<file path="src/rtl/debounce_bank.sv">
// debounce_bank: per-channel input synchroniser, restart-on-bounce debouncer,
// registered edge pulses, and long-press hold detection with optional auto-repeat.
module debounce_bank #(
  parameter int CHANNELS     = 8,
  parameter int SYNC_STAGES  = 2,
  parameter int MAX_COUNT    = 16,
  parameter int HOLD_COUNT   = 500,
  parameter int REPEAT_COUNT = 100
) (
  input  logic                clock,
  input  logic                reset,
  input  logic                clken,
  input  logic [CHANNELS-1:0] repeat_en,
  input  logic [CHANNELS-1:0] in,
  output logic [CHANNELS-1:0] out,
  output logic [CHANNELS-1:0] out_rise,
  output logic [CHANNELS-1:0] out_fall,
  output logic [CHANNELS-1:0] out_hold,
  output logic [CHANNELS-1:0] out_repeat,
  output logic                any_event
);

  localparam int DW = $clog2(MAX_COUNT);
  localparam int HW = $clog2(HOLD_COUNT + 1);
  // One extra bit keeps the repeat counter non-empty when REPEAT_COUNT is 1.
  localparam int RW = $clog2(REPEAT_COUNT + 1);

  localparam logic [DW-1:0] CNT_ZERO = {DW{1'b0}};
  localparam logic [DW-1:0] CNT_ONE  = DW'(1);
  localparam logic [DW-1:0] CNT_LAST = DW'(MAX_COUNT - 1);
  localparam logic [HW-1:0] HC_ZERO  = {HW{1'b0}};
  localparam logic [HW-1:0] HC_ONE   = HW'(1);
  localparam logic [HW-1:0] HC_LAST  = HW'(HOLD_COUNT - 1);
  localparam logic [RW-1:0] RC_ZERO  = {RW{1'b0}};
  localparam logic [RW-1:0] RC_ONE   = RW'(1);
  localparam logic [RW-1:0] RC_LAST  = RW'(REPEAT_COUNT - 1);

  logic [CHANNELS-1:0] sync_r [SYNC_STAGES];
  logic [CHANNELS-1:0] sync_s;

  logic [DW-1:0] cnt_r    [CHANNELS];
  logic [DW-1:0] cnt_nx_s [CHANNELS];
  logic [HW-1:0] hc_r     [CHANNELS];
  logic [HW-1:0] hc_nx_s  [CHANNELS];
  logic [RW-1:0] rc_r     [CHANNELS];
  logic [RW-1:0] rc_nx_s  [CHANNELS];

  logic [CHANNELS-1:0] out_r,  out_nx_s;
  logic [CHANNELS-1:0] rise_r, rise_nx_s;
  logic [CHANNELS-1:0] fall_r, fall_nx_s;
  logic [CHANNELS-1:0] hold_r, hold_nx_s;
  logic [CHANNELS-1:0] rep_r,  rep_nx_s;
  logic                any_r,  any_nx_s;

  assign sync_s     = sync_r[SYNC_STAGES-1];
  assign out        = out_r;
  assign out_rise   = rise_r;
  assign out_fall   = fall_r;
  assign out_hold   = hold_r;
  assign out_repeat = rep_r;
  assign any_event  = any_r;

  // Synchroniser chain, shifts every clock regardless of clken
  always_ff @(posedge clock or posedge reset) begin
    if (reset) begin
      for (int k = 0; k < SYNC_STAGES; k++) begin
        sync_r[k] <= {CHANNELS{1'b0}};
      end
    end else begin
      sync_r[0] <= in;
      for (int k = 1; k < SYNC_STAGES; k++) begin
        sync_r[k] <= sync_r[k-1];
      end
    end
  end

  // Next-state for debounce, hold and repeat per channel
  always_comb begin
    any_nx_s = 1'b0;
    for (int i = 0; i < CHANNELS; i++) begin
      cnt_nx_s[i]  = cnt_r[i];
      out_nx_s[i]  = out_r[i];
      rise_nx_s[i] = 1'b0;
      fall_nx_s[i] = 1'b0;
      hc_nx_s[i]   = hc_r[i];
      rc_nx_s[i]   = rc_r[i];
      hold_nx_s[i] = hold_r[i];
      rep_nx_s[i]  = 1'b0;

      if (!clken) begin
        cnt_nx_s[i] = cnt_r[i];
      end else if (sync_s[i] == out_r[i]) begin
        cnt_nx_s[i] = CNT_ZERO;
      end else if (cnt_r[i] == CNT_LAST) begin
        out_nx_s[i]  = sync_s[i];
        cnt_nx_s[i]  = CNT_ZERO;
        rise_nx_s[i] = sync_s[i];
        fall_nx_s[i] = ~sync_s[i];
      end else begin
        cnt_nx_s[i] = cnt_r[i] + CNT_ONE;
      end

      // A falling commit wins over any repeat tick on the same edge
      if (!out_r[i] || fall_nx_s[i]) begin
        hc_nx_s[i]   = HC_ZERO;
        rc_nx_s[i]   = RC_ZERO;
        hold_nx_s[i] = 1'b0;
      end else if (!clken) begin
        hc_nx_s[i] = hc_r[i];
      end else if (hold_r[i]) begin
        if (rc_r[i] == RC_LAST) begin
          rc_nx_s[i]  = RC_ZERO;
          rep_nx_s[i] = repeat_en[i];
        end else begin
          rc_nx_s[i] = rc_r[i] + RC_ONE;
        end
      end else begin
        hc_nx_s[i] = hc_r[i] + HC_ONE;
        if (hc_r[i] == HC_LAST) begin
          hold_nx_s[i] = 1'b1;
          rep_nx_s[i]  = 1'b1;
          rc_nx_s[i]   = RC_ZERO;
        end else begin
          hold_nx_s[i] = 1'b0;
        end
      end
    end
    any_nx_s = |(rise_nx_s | fall_nx_s);
  end

  // Channel counters and registered outputs
  always_ff @(posedge clock or posedge reset) begin
    if (reset) begin
      for (int i = 0; i < CHANNELS; i++) begin
        cnt_r[i] <= CNT_ZERO;
        hc_r[i]  <= HC_ZERO;
        rc_r[i]  <= RC_ZERO;
      end
      out_r  <= {CHANNELS{1'b0}};
      rise_r <= {CHANNELS{1'b0}};
      fall_r <= {CHANNELS{1'b0}};
      hold_r <= {CHANNELS{1'b0}};
      rep_r  <= {CHANNELS{1'b0}};
      any_r  <= 1'b0;
    end else begin
      cnt_r  <= cnt_nx_s;
      hc_r   <= hc_nx_s;
      rc_r   <= rc_nx_s;
      out_r  <= out_nx_s;
      rise_r <= rise_nx_s;
      fall_r <= fall_nx_s;
      hold_r <= hold_nx_s;
      rep_r  <= rep_nx_s;
      any_r  <= any_nx_s;
    end
  end

endmodule

</file>
<file path="config.mk">
export PLATFORM = sky130hd
export DESIGN_NAME = debounce_bank
export DESIGN_NICKNAME = d
export VERILOG_FILES = /design/src/rtl/debounce_bank.sv
export SDC_FILE = /design/constraint.sdc
export NUM_CORES = 1
export LEC_CHECK = 0
export ABC_AREA = 1
export CAP_MARGIN = 5
export CORE_UTILIZATION = 61
export DETAILED_ROUTE_END_ITERATION = 10
export PLACE_DENSITY = 0.91
export SYNTH_ARGS = -nofsm -noshare
export SYNTH_HDL_FRONTEND = slang
export SYNTH_SLANG_ARGS = --single-unit
</file>
<file path="constraint.sdc">
create_clock -name clock -period 9.4 [get_ports clock]
set_input_delay 1.88 -clock clock [delete_from_list [all_inputs] [get_ports clock]]
set_output_delay 1.88 -clock clock [all_outputs]
set_load 0.02 [all_outputs]
</file>
==> results of run 1 <==
[final cells by class]
type	count	area (µm²)	share of cell area, %
Inverter	169	642	4.95
Tap cell	229	287	2.21
Timing Repair Buffer	62	608	4.69
Clock inverter	6	55.1	0.425
Antenna cell	1	2.50	0.0193
Clock buffer	36	717	5.53
Multi-Input combinational cell	1075	5230	40.3
Sequential cell	217	5430	41.9
[worst max path at each step]
stage	end	slack (ns)	depth (start not counted)
after floorplan	any_event	1.58	1
after global placement	rc_r[4]	4.67	10
after detailed placement	rc_r[9]	4.59	10
after CTS	out_hold[7]	5.07	10
after global routing	out_hold[7]	4.78	10
final	out_repeat[7]	5.02	10
[cell usage in the layout (no fill, tap or decap), drive strengths merged, types with 2 or more instances in the layout]
cell type and instances:
a21o 3, a21oi 25, a31oi 9, a32o 2, buf 4, clkbuf 36, clkdlybuf4s50 58, clkinv 7
dfrtp 217, ha 24, inv 167, nand2 442, nand3 140, nand3b 10, nand4 21, nor2 242
nor3 7, nor3b 5, o2111ai 18, o211ai 2, o21a 2, o21ai 35, o21bai 2, o22ai 7
or2 6, xnor2 23, xor2 48
[per-stage QoR]
step	setup WS, ns	cell area, µm²	total power, µW	util [%]	hold slack [ns]
after floorplan	1.58	11400	1140	-	0.331
after global placement	4.67	12200	1180	67.2	0.332
after detailed placement	4.59	12200	1190	67.2	0.336
after CTS	5.07	13000	2120	71.4	0.347
after global routing	4.78	13000	2180	71.5	0.357
final	5.02	13000	2110	71.5	0.338
[layer usage]
layer  routed length [µm]  up-vias  share of wire [%]  track usage, %
met1                10400     4763                 41            33.7
met3                 1280       63                5.0            3.73
met5                    0        -                  0               0
met2                13300      270                 52            48.5
li1                     -     4864                  -               -
met4                  616        0                2.4            9.47
[worst max-delay path, cell delays in order]
cell and delay (ns):
buf_2 0.07, buf_4 0.54, inv_2 0.36, buf_4 0.39
nor2_1 0.23, nand3_1 0.40, nand2_1 0.52, inv_2 0.17
nand2_1 0.14, nor2_1 0.05
[power by group]
group	switching (µW)	total, µW	leakage [µW]	internal (µW)
registers	43.6	1020	0.00294	980
logic	102	162	0.00316	59.9
clock network	370	921	0.000385	551
[kinds of logic after synthesis]
| family | after synthesis |
|---|---|
| AO/OA/AOI/OAI | 107 |
| XOR/XNOR | 71 |
| adder cells (fa/ha/maj) | 24 |
| buffers and inverters | 198 |
| flip-flops | 217 |
| AND/OR/NAND/NOR | 873 |
==> run_results.csv, run 1 <==
group,metric,value,unit
run_status,status,"complete, but fails checks",
run_status,violations,"design-rule violations",
clock_network,cts-resized-gates,0,
synth,async_reset_ff_share,100,%
grt,grt_max_degree,142,
clock_network,clock-root-buffer,"clkbuf_16",
grt,grt_pass1_wl,43600,µm
pwr,power.leakage,0.00648,µW
critical_path,rr_worst_depth,6,
synth,synthDistinctLibCells,38,
synth,syn_area,11400,µm²
sta,fin_crit_sh,46.5,%
place,port_buffers,59,
synth,synthCells,1490,
synth,synthMuxAreaShare,0,%
synth,avgSynthCellArea,7.67,µm²
drt,drc,3,
worst_hold_path,worstHoldEndpoint,"sync_s[2]",
drt,vias_per_cell,5.55,
pwr,ir_drop,0.148,mV
worst_hold_path,hp-start,"sync_r[10]",
synth,ys_ff_latch,217,
synth,synth-xor-area-share,5.44,%
drt,postRouteAntennaNets,0,
synth,yosysMostFrequentCell,"nand2_1",
synth,synth_top_family_by_area,"simple AND/OR/NAND/NOR gates",
place,placed_cells,1752,
clock_network,clkSlewWorstSetupHoldPaths,0.06,ns
floorplan,coreArea,18100,µm²
sta,rsz0062_at_grt,"no",
layout,largest_reg_flops,72,
sta,maxSlewViolCount,0,
floorplan,io_pins,60,
grt,grt_pass1_vias,9539,
sta,min_period,4.38,ns
layout,num-nets-final,1592,
synth,synth_compound_area_share,5.95,%
layout,largest_register,"hc_r",
synth,netlist_top_cells_count,"442 x nand2_1, 234 x nor2_1, 217 x dfrtp_1, 164 x inv_1, 140 x nand3_1",
synth,synth_flop_cell,"dfrtp_1",
pwr,cellPowerDensity,163,nW/µm²
layout,area_growth,13.5,%
critical_path,crit_type,"input pin to flop",
synth,syn_nets,1533,
synth,synthAdderAreaFrac,2.63,%
critical_path,crit_arrival,4.78,ns
drt,dr.pass1.iters,9,
clock_network,cts_tree,"built",
clock_network,cts.htree.levels,1,
sta,worst_pin_slew,1.01,ns
clock_network,cts_sinks,217,
clock_network,post-cts-setup-buffer-count,0,
worst_hold_path,hp-class,"flop to flop",
grt,antenna_found_initial,1,
clock_network,cts_hold_buf,0,
sta,setup_violations,0,
layout,top_regs,"hc_r: 72 flops, rc_r: 56 flops, cnt_r: 32 flops",
floorplan,die-height,139,µm
critical_path,r2r_slack,7.00,ns
critical_path,end_kind,"flop",
clock_network,cts_buffers,24,
synth,ys_warn_count,0,
place,dp_hpwl,16200,µm
synth,synth.top_cell.area_share,47.5,%
critical_path,r2r_start,"cnt_r[8]",
floorplan,die_area,19300,µm²
critical_path,cp.required,9.80,ns
drt,num_vias,9960,
synth,synth-edff-count,0,
drt,wire_per_inst,14.2,µm
worst_hold_path,worstHoldPathCells,0,
sta,maxSlewHeadroom,32.2,%
synth,synthTopCellsByArea,"dfrtp_1 48%, nand2_1 15%, nor2_1 7.7%",
critical_path,crit_path_start_kind,"input pin",
layout,final_cells,1795,
clock_network,worstSkewPairLatency,0.52,ns
synth,yosysSeqAreaShare,47.5,%
synth,yosysTopAreaCell,"dfrtp_1",
sta,hold_viol,0,
critical_path,crit_path_max_fanout,60,
critical_path,crit-reg2reg-capture,"hc_r[19]",
sta,fmax,0.229,GHz
drt,drt_iter0_drc,724,
floorplan,die_x,139,µm
layout,nFillCells,1326,
clock_network,clock_path_buffers,3,
drt,totalWireLength,25600,µm
place,gp_congestion,0.849,
run,maxCapViolCount,0,
layout,drive_above_1_share,3.71,%
sta,finalSetupTns,0,ns
grt,overflow,0,
grt,grtUsageTotal,27.1,%
synth,synth-simple-area-share,31.7,%
sta,fin_skew,0.0105,ns
critical_path,cp-startpoint,"clken",
floorplan,start_util,63.0,%
floorplan,rows,49,
No activity file was read; power rests on OpenSTA's default activity.
==> inputs of run 2 (changes only) <==
==> constraint.sdc (replaced) <==
create_clock -name clock -period 4.5 [get_ports clock]
set_input_delay 0.9 -clock clock [delete_from_list [all_inputs] [get_ports clock]]
set_output_delay 0.9 -clock clock [all_outputs]
set_load 0.02 [all_outputs]
==> run 2 against run 1 <==
The run still ends with design-rule violations left. Hold slack better by 0.012 ns. Final cell count down 0.17%. Clock skew down 0.0051 ns. Global-route usage down 1.4 points. Largest cell class unchanged. Routed wire length down 5.2%. Utilization up 0.37 points. Flip-flop and latch count unchanged. Sequential share of layout area down 0.21 points. Register-to-register slack worse by 4.9 ns. Largest power group unchanged.
==> run_results.csv, run 2 (synthesized netlist as in run 1, its figures left out) <==
group,metric,value,unit
run_status,status,"complete, but fails checks",
run_status,violations,"design-rule violations",
layout,drive_above_1_share,3.90,%
clock_network,worstSkewPairLatency,0.50,ns
grt,grt_max_degree,107,
clock_network,cts-resized-gates,0,
drt,num_vias,9852,
layout,largest_register,"hc_r",
clock_network,cts.htree.levels,1,
grt,antenna_found_initial,0,
sta,min_period,2.79,ns
critical_path,path_cells,"clkdlybuf4s50_1",
drt,drt_iter0_drc,712,
layout,multi_input_area,5230,µm²
sta,setup_violations,0,
floorplan,coreArea,18100,µm²
layout,nFillCells,1331,
critical_path,rr_worst_depth,6,
sta,maxSlewHeadroom,29.7,%
floorplan,die-height,139,µm
place,gp_congestion,0.863,
drt,dr.max_layer_used,"met4",
critical_path,crit_path_max_fanout,15,
drt,dr.pass1.iters,11,
place,pre_cts_slack,1.51,ns
critical_path,cp.required,3.60,ns
floorplan,rows,49,
layout,regArea,5430,µm²
sta,fin_ws,1.71,ns
drt,vias_per_cell,5.50,
clock_network,post-cts-setup-buffer-count,0,
sta,finalSetupTns,0,ns
pwr,cellPowerDensity,342,nW/µm²
critical_path,crit_type,"flop to primary output",
worst_hold_path,hp-class,"flop to flop",
critical_path,critical_path_buf_inv_count,1,
clock_network,clock_path_buffers,3,
sta,fin_skew,0.00539,ns
pwr,finalPower,4460,µW
layout,diodes,0,
critical_path,r2r_slack,2.12,ns
clock_network,cts_hold_buf,0,
drt,m1WireLength,10500,µm
critical_path,crit_path_start_kind,"flop",
drt,totalWireLength,24200,µm
critical_path,slowest_stage,"clkdlybuf4s50_1",
place,port_buffers,59,
sta,worst_pin_slew,1.05,ns
sta,fin_hold_ws,0.350,ns
floorplan,die_area,19300,µm²
layout,final_common_cell,"nand2_1",
floorplan,start_util,63.0,%
place,dp_hpwl,16000,µm
drt,dr_wl_met2,12000,µm
grt,overflow,0,
clock_network,cts_sinks,217,
layout,final_cell_mix,"442 x nand2_1, 234 x nor2_1, 217 x dfrtp_1",
grt,grt_pass1_wl,41700,µm
critical_path,cp-endpoint,"out_hold[6]",
drt,wire_per_inst,13.5,µm
clock_network,cts_buffers,23,
clock_network,clock-root-buffer,"clkbuf_16",
floorplan,io_pins,60,
layout,largest_reg_flops,72,
grt,grt_pass1_vias,9338,
drt,drc,3,
pwr,power.leakage,0.00650,µW
layout,top_regs,"hc_r: 72 flops, rc_r: 56 flops, cnt_r: 32 flops",
critical_path,cpPeakStageDelay,0.71,ns
critical_path,crit_arrival,1.89,ns
critical_path,cp_num_cells,1,
sta,hold_viol,0,
critical_path,r2r_start,"cnt_r[8]",
pwr,ir_drop,0.283,mV
clock_network,clkSlewWorstSetupHoldPaths,0.06,ns
clock_network,cts_tree,"built",
critical_path,cp-startpoint,"out_hold[6]",
floorplan,die_x,139,µm
layout,num-nets-final,1593,
sta,fmax,0.358,GHz
run,maxCapViolCount,0,
sta,fin_crit_sh,62.0,%
layout,area_growth,14.1,%
drt,postRouteAntennaNets,0,
critical_path,worst_path_dominant_cell_family,"buffers and inverters",
grt,grtUsageTotal,25.7,%
drt,dr_wl_met3,1080,µm
sta,maxSlewViolCount,0,
critical_path,end_kind,"primary output",
critical_path,crit-reg2reg-capture,"hc_r[19]",
sta,rsz0062_at_grt,"no",
[run 2: worst min-delay path by stage]
stage / start / end / slack [ns] / cells past startpoint
after detailed placement: sync_r[12] / sync_s[4] / 0.34 / 0
after global placement: sync_r[10] / sync_s[2] / 0.33 / 0
after global routing: sync_r[9] / sync_s[1] / 0.35 / 0
after CTS: sync_r[12] / sync_s[4] / 0.35 / 0
after floorplan: sync_r[8] / sync_s[0] / 0.33 / 0
final: sync_r[14] / sync_s[6] / 0.35 / 0
[run 2: area by class of cell]
class                   instances  share of cell area (%)
flip-flops and latches        217                    41.7
clock inverters                 8                    1.09
multi-input cells            1075                    40.1
clock buffers                  30                    5.08
repair buffers                 64                    4.97
well taps                     229                    2.20
inverters                     169                    4.90
[run 2: report_power, final]
group	total, µW	switching [µW]	internal, µW
logic	319	191	128
registers	2130	84.9	2050
clock network	2010	757	1250
[run 2: layer usage]
metal  up-vias  global-route usage (%)
met5         -                       0
met4         0                    8.60
met3        54                    3.14
met2       259                    44.7
met1      4695                    33.5
li1       4844                       -
[run 2: metrics by stage]
stage	util, %	cell area [µm²]	instances
4_1_cts	71.8	13000	1792
5_1_grt	71.8	13000	1792
6_report	71.8	13000	1792
2_1_floorplan	-	11400	1490
3_3_place_gp	67.4	12200	1754
3_5_place_dp	67.4	12200	1754
==> inputs of run 3 (changes only) <==
--- a/config.mk
+++ b/config.mk
@@ -7,9 +7,9 @@
 export LEC_CHECK = 0
 export ABC_AREA = 1
 export CAP_MARGIN = 5
-export CORE_UTILIZATION = 61
+export CORE_UTILIZATION = 55
 export DETAILED_ROUTE_END_ITERATION = 10
-export PLACE_DENSITY = 0.91
+export PLACE_DENSITY = 0.87
 export SYNTH_ARGS = -nofsm -noshare
 export SYNTH_HDL_FRONTEND = slang
 export SYNTH_SLANG_ARGS = --single-unit
==> constraint.sdc (replaced) <==
create_clock -name clock -period 2.3 [get_ports clock]
set_input_delay 0.46 -clock clock [delete_from_list [all_inputs] [get_ports clock]]
set_output_delay 0.46 -clock clock [all_outputs]
set_load 0.02 [all_outputs]
==> run 3 against run 2 <==
The run now ends clean. Utilization is 6.7 points lower. Global-route usage is 2.6 points lower. Clock-buffer cell count is 6 higher. Largest cell class unchanged.
==> run_results.csv, run 3 (synthesized netlist as in run 1, its figures left out) <==
group,metric,value,unit
run_status,status,"finished clean",
critical_path,rr_worst_depth,8,
critical_path,worst_path_dominant_cell_family,"buffers and inverters",
run,maxCapViolCount,0,
clock_network,cts_tree,"built",
floorplan,coreArea,20300,µm²
sta,fin_ws,0.157,ns
sta,setup_violations,0,
sta,min_period,2.14,ns
drt,wire_per_inst,13.1,µm
pwr,p_switching,2050,µW
pwr,p_int,6600,µW
drt,drt_iter0_drc,756,
place,port_buffers,59,
sta,rsz0062_at_grt,"no",
clock_network,clock_path_buffers,3,
pwr,power.leakage,0.00659,µW
critical_path,crit_type,"flop to primary output",
sta,maxSlewViolCount,0,
drt,num_vias,9748,
layout,largest_reg_flops,72,
critical_path,cp_num_cells,1,
layout,final_common_cell,"nand2_1",
clock_network,cts-resized-gates,0,
sta,fin_hold_ws,0.253,ns
floorplan,die-height,146,µm
place,gp_congestion,0.871,
floorplan,die_x,146,µm
place,dp_hpwl,16500,µm
layout,largest_register,"hc_r",
layout,num-nets-final,1610,
pwr,ir_drop,0.609,mV
grt,overflow,0,
grt,grt_pass1_wl,41800,µm
clock_network,clkSlewWorstSetupHoldPaths,0.06,ns
drt,vias_per_cell,5.26,
layout,drive_above_1_share,4.74,%
drt,totalWireLength,24200,µm
layout,diodes,0,
place,placed_cells,1811,
critical_path,path_cells,"clkdlybuf4s50_1",
sta,worst_pin_slew,0.713,ns
layout,top_regs,"hc_r: 72 flops, rc_r: 56 flops, cnt_r: 32 flops",
layout,nFillCells,1667,
critical_path,end_kind,"primary output",
critical_path,crit_arrival,1.68,ns
drt,drc,0,
layout,final_cell_mix,"442 x nand2_1, 234 x nor2_1, 217 x dfrtp_1",
sta,fmax,0.467,GHz
layout,final_cells,1853,
floorplan,start_util,56.3,%
grt,grt_pass1_vias,9224,
worst_hold_path,hp-class,"input pin to async pin",
clock_network,cts_sinks,217,
grt,grtUsageMet2,38.5,%
grt,antenna_found_initial,0,
floorplan,rows,52,
critical_path,cpPeakStageDelay,0.66,ns
sta,fin_skew,0.00941,ns
grt,grt_use_met1,30.9,%
critical_path,cp.required,1.84,ns
grt,globalRoute.busiestLayer,"met2",
clock_network,clock-root-buffer,"clkbuf_16",
layout,regArea,5430,µm²
drt,postRouteAntennaNets,0,
critical_path,crit_path_max_fanout,6,
clock_network,cts_hold_buf,0,
critical_path,slowest_stage,"clkdlybuf4s50_1",
critical_path,critical_path_buf_inv_count,1,
pwr,power.switching_fraction,23.7,%
clock_network,post-cts-setup-buffer-count,0,
clock_network,cts.htree.levels,1,
drt,dr.pass1.iters,5,
layout,multi_input_area,5230,µm²
pwr,p_comb_share,7.4,%
place,pre_cts_slack,0.413,ns
sta,maxSlewHeadroom,52.2,%
pwr,p_seq_share,48.2,%
clock_network,worstSkewPairLatency,0.51,ns
pwr,cellPowerDensity,654,nW/µm²
floorplan,io_pins,60,
clock_network,cts_buffers,24,
sta,fin_crit_sh,93.2,%
critical_path,crit_path_start_kind,"flop",
floorplan,die_area,21400,µm²
pwr,finalPower,8650,µW
grt,grtUsageTotal,23.1,%
sta,hold_viol,0,
layout,utilization,65.2,%
grt,grt_max_degree,67,
layout,area_growth,15.7,%
pwr,power_frac_clock,44.4,%
grt,gr-usage-met3,3.69,%
[run 3: changes by cell type in the layout (fill, tap and decap cells not counted)]
cell / before / now
buf_12: 2 / 5
buf_4: 3 / 16
bufinv_16: 4 / 2
clkbuf_1: 1 / 7
clkbuf_16: 23 / 25
clkbuf_8: 6 / 4
clkinv_2: 3 / 4
clkinvlp_4: 2 / 1
[run 3: metrics by stage]
stage | setup TNS [ns] | area, µm²
final | 0 | 13200
after global routing | 0 | 13200
after CTS | 0 | 13200
after detailed placement | 0 | 12400
after global placement | 0 | 12400
after floorplan | -213.99 | 11400
[run 3: final cells by class]
class	count	area share, %
flip-flops and latches	217	41.1
multi-input cells	1075	39.5
repair buffers	80	6.09
clock buffers	36	5.35
inverters	169	4.82
well taps	270	2.55
clock inverters	6	0.605
[run 3: worst paths after layout]
kind	slack (ns)	start	end
max	0.16	out_hold[0]	out_hold[0]
min	0.25	reset	rc_r[5]
max reg2reg	0.44	cnt_r[28]	rc_r[49]
min reg2reg	0.35	sync_r[10]	sync_s[2]
max in group asynchronous	1.30	reset	rc_r[34]
min in group clock	0.35	sync_r[10]	sync_s[2]
[run 3: power by group through the flow]
stage | logic, µW | registers, µW | clock network, µW
2_1_floorplan | 479 | 4200 | 0
3_3_place_gp | 609 | 4220 | 0
3_5_place_dp | 639 | 4230 | 0
4_1_cts | 651 | 4170 | 3910
5_1_grt | 740 | 4200 | 4080
6_report | 642 | 4170 | 3840
[run 3: per-layer routing]
metal  part of all wire [%]  vias to the layer above
met5                      0                        -
met4                    2.4                        0
met3                    5.7                       50
met2                     48                      272
met1                     44                     4536
li1                       -                     4890
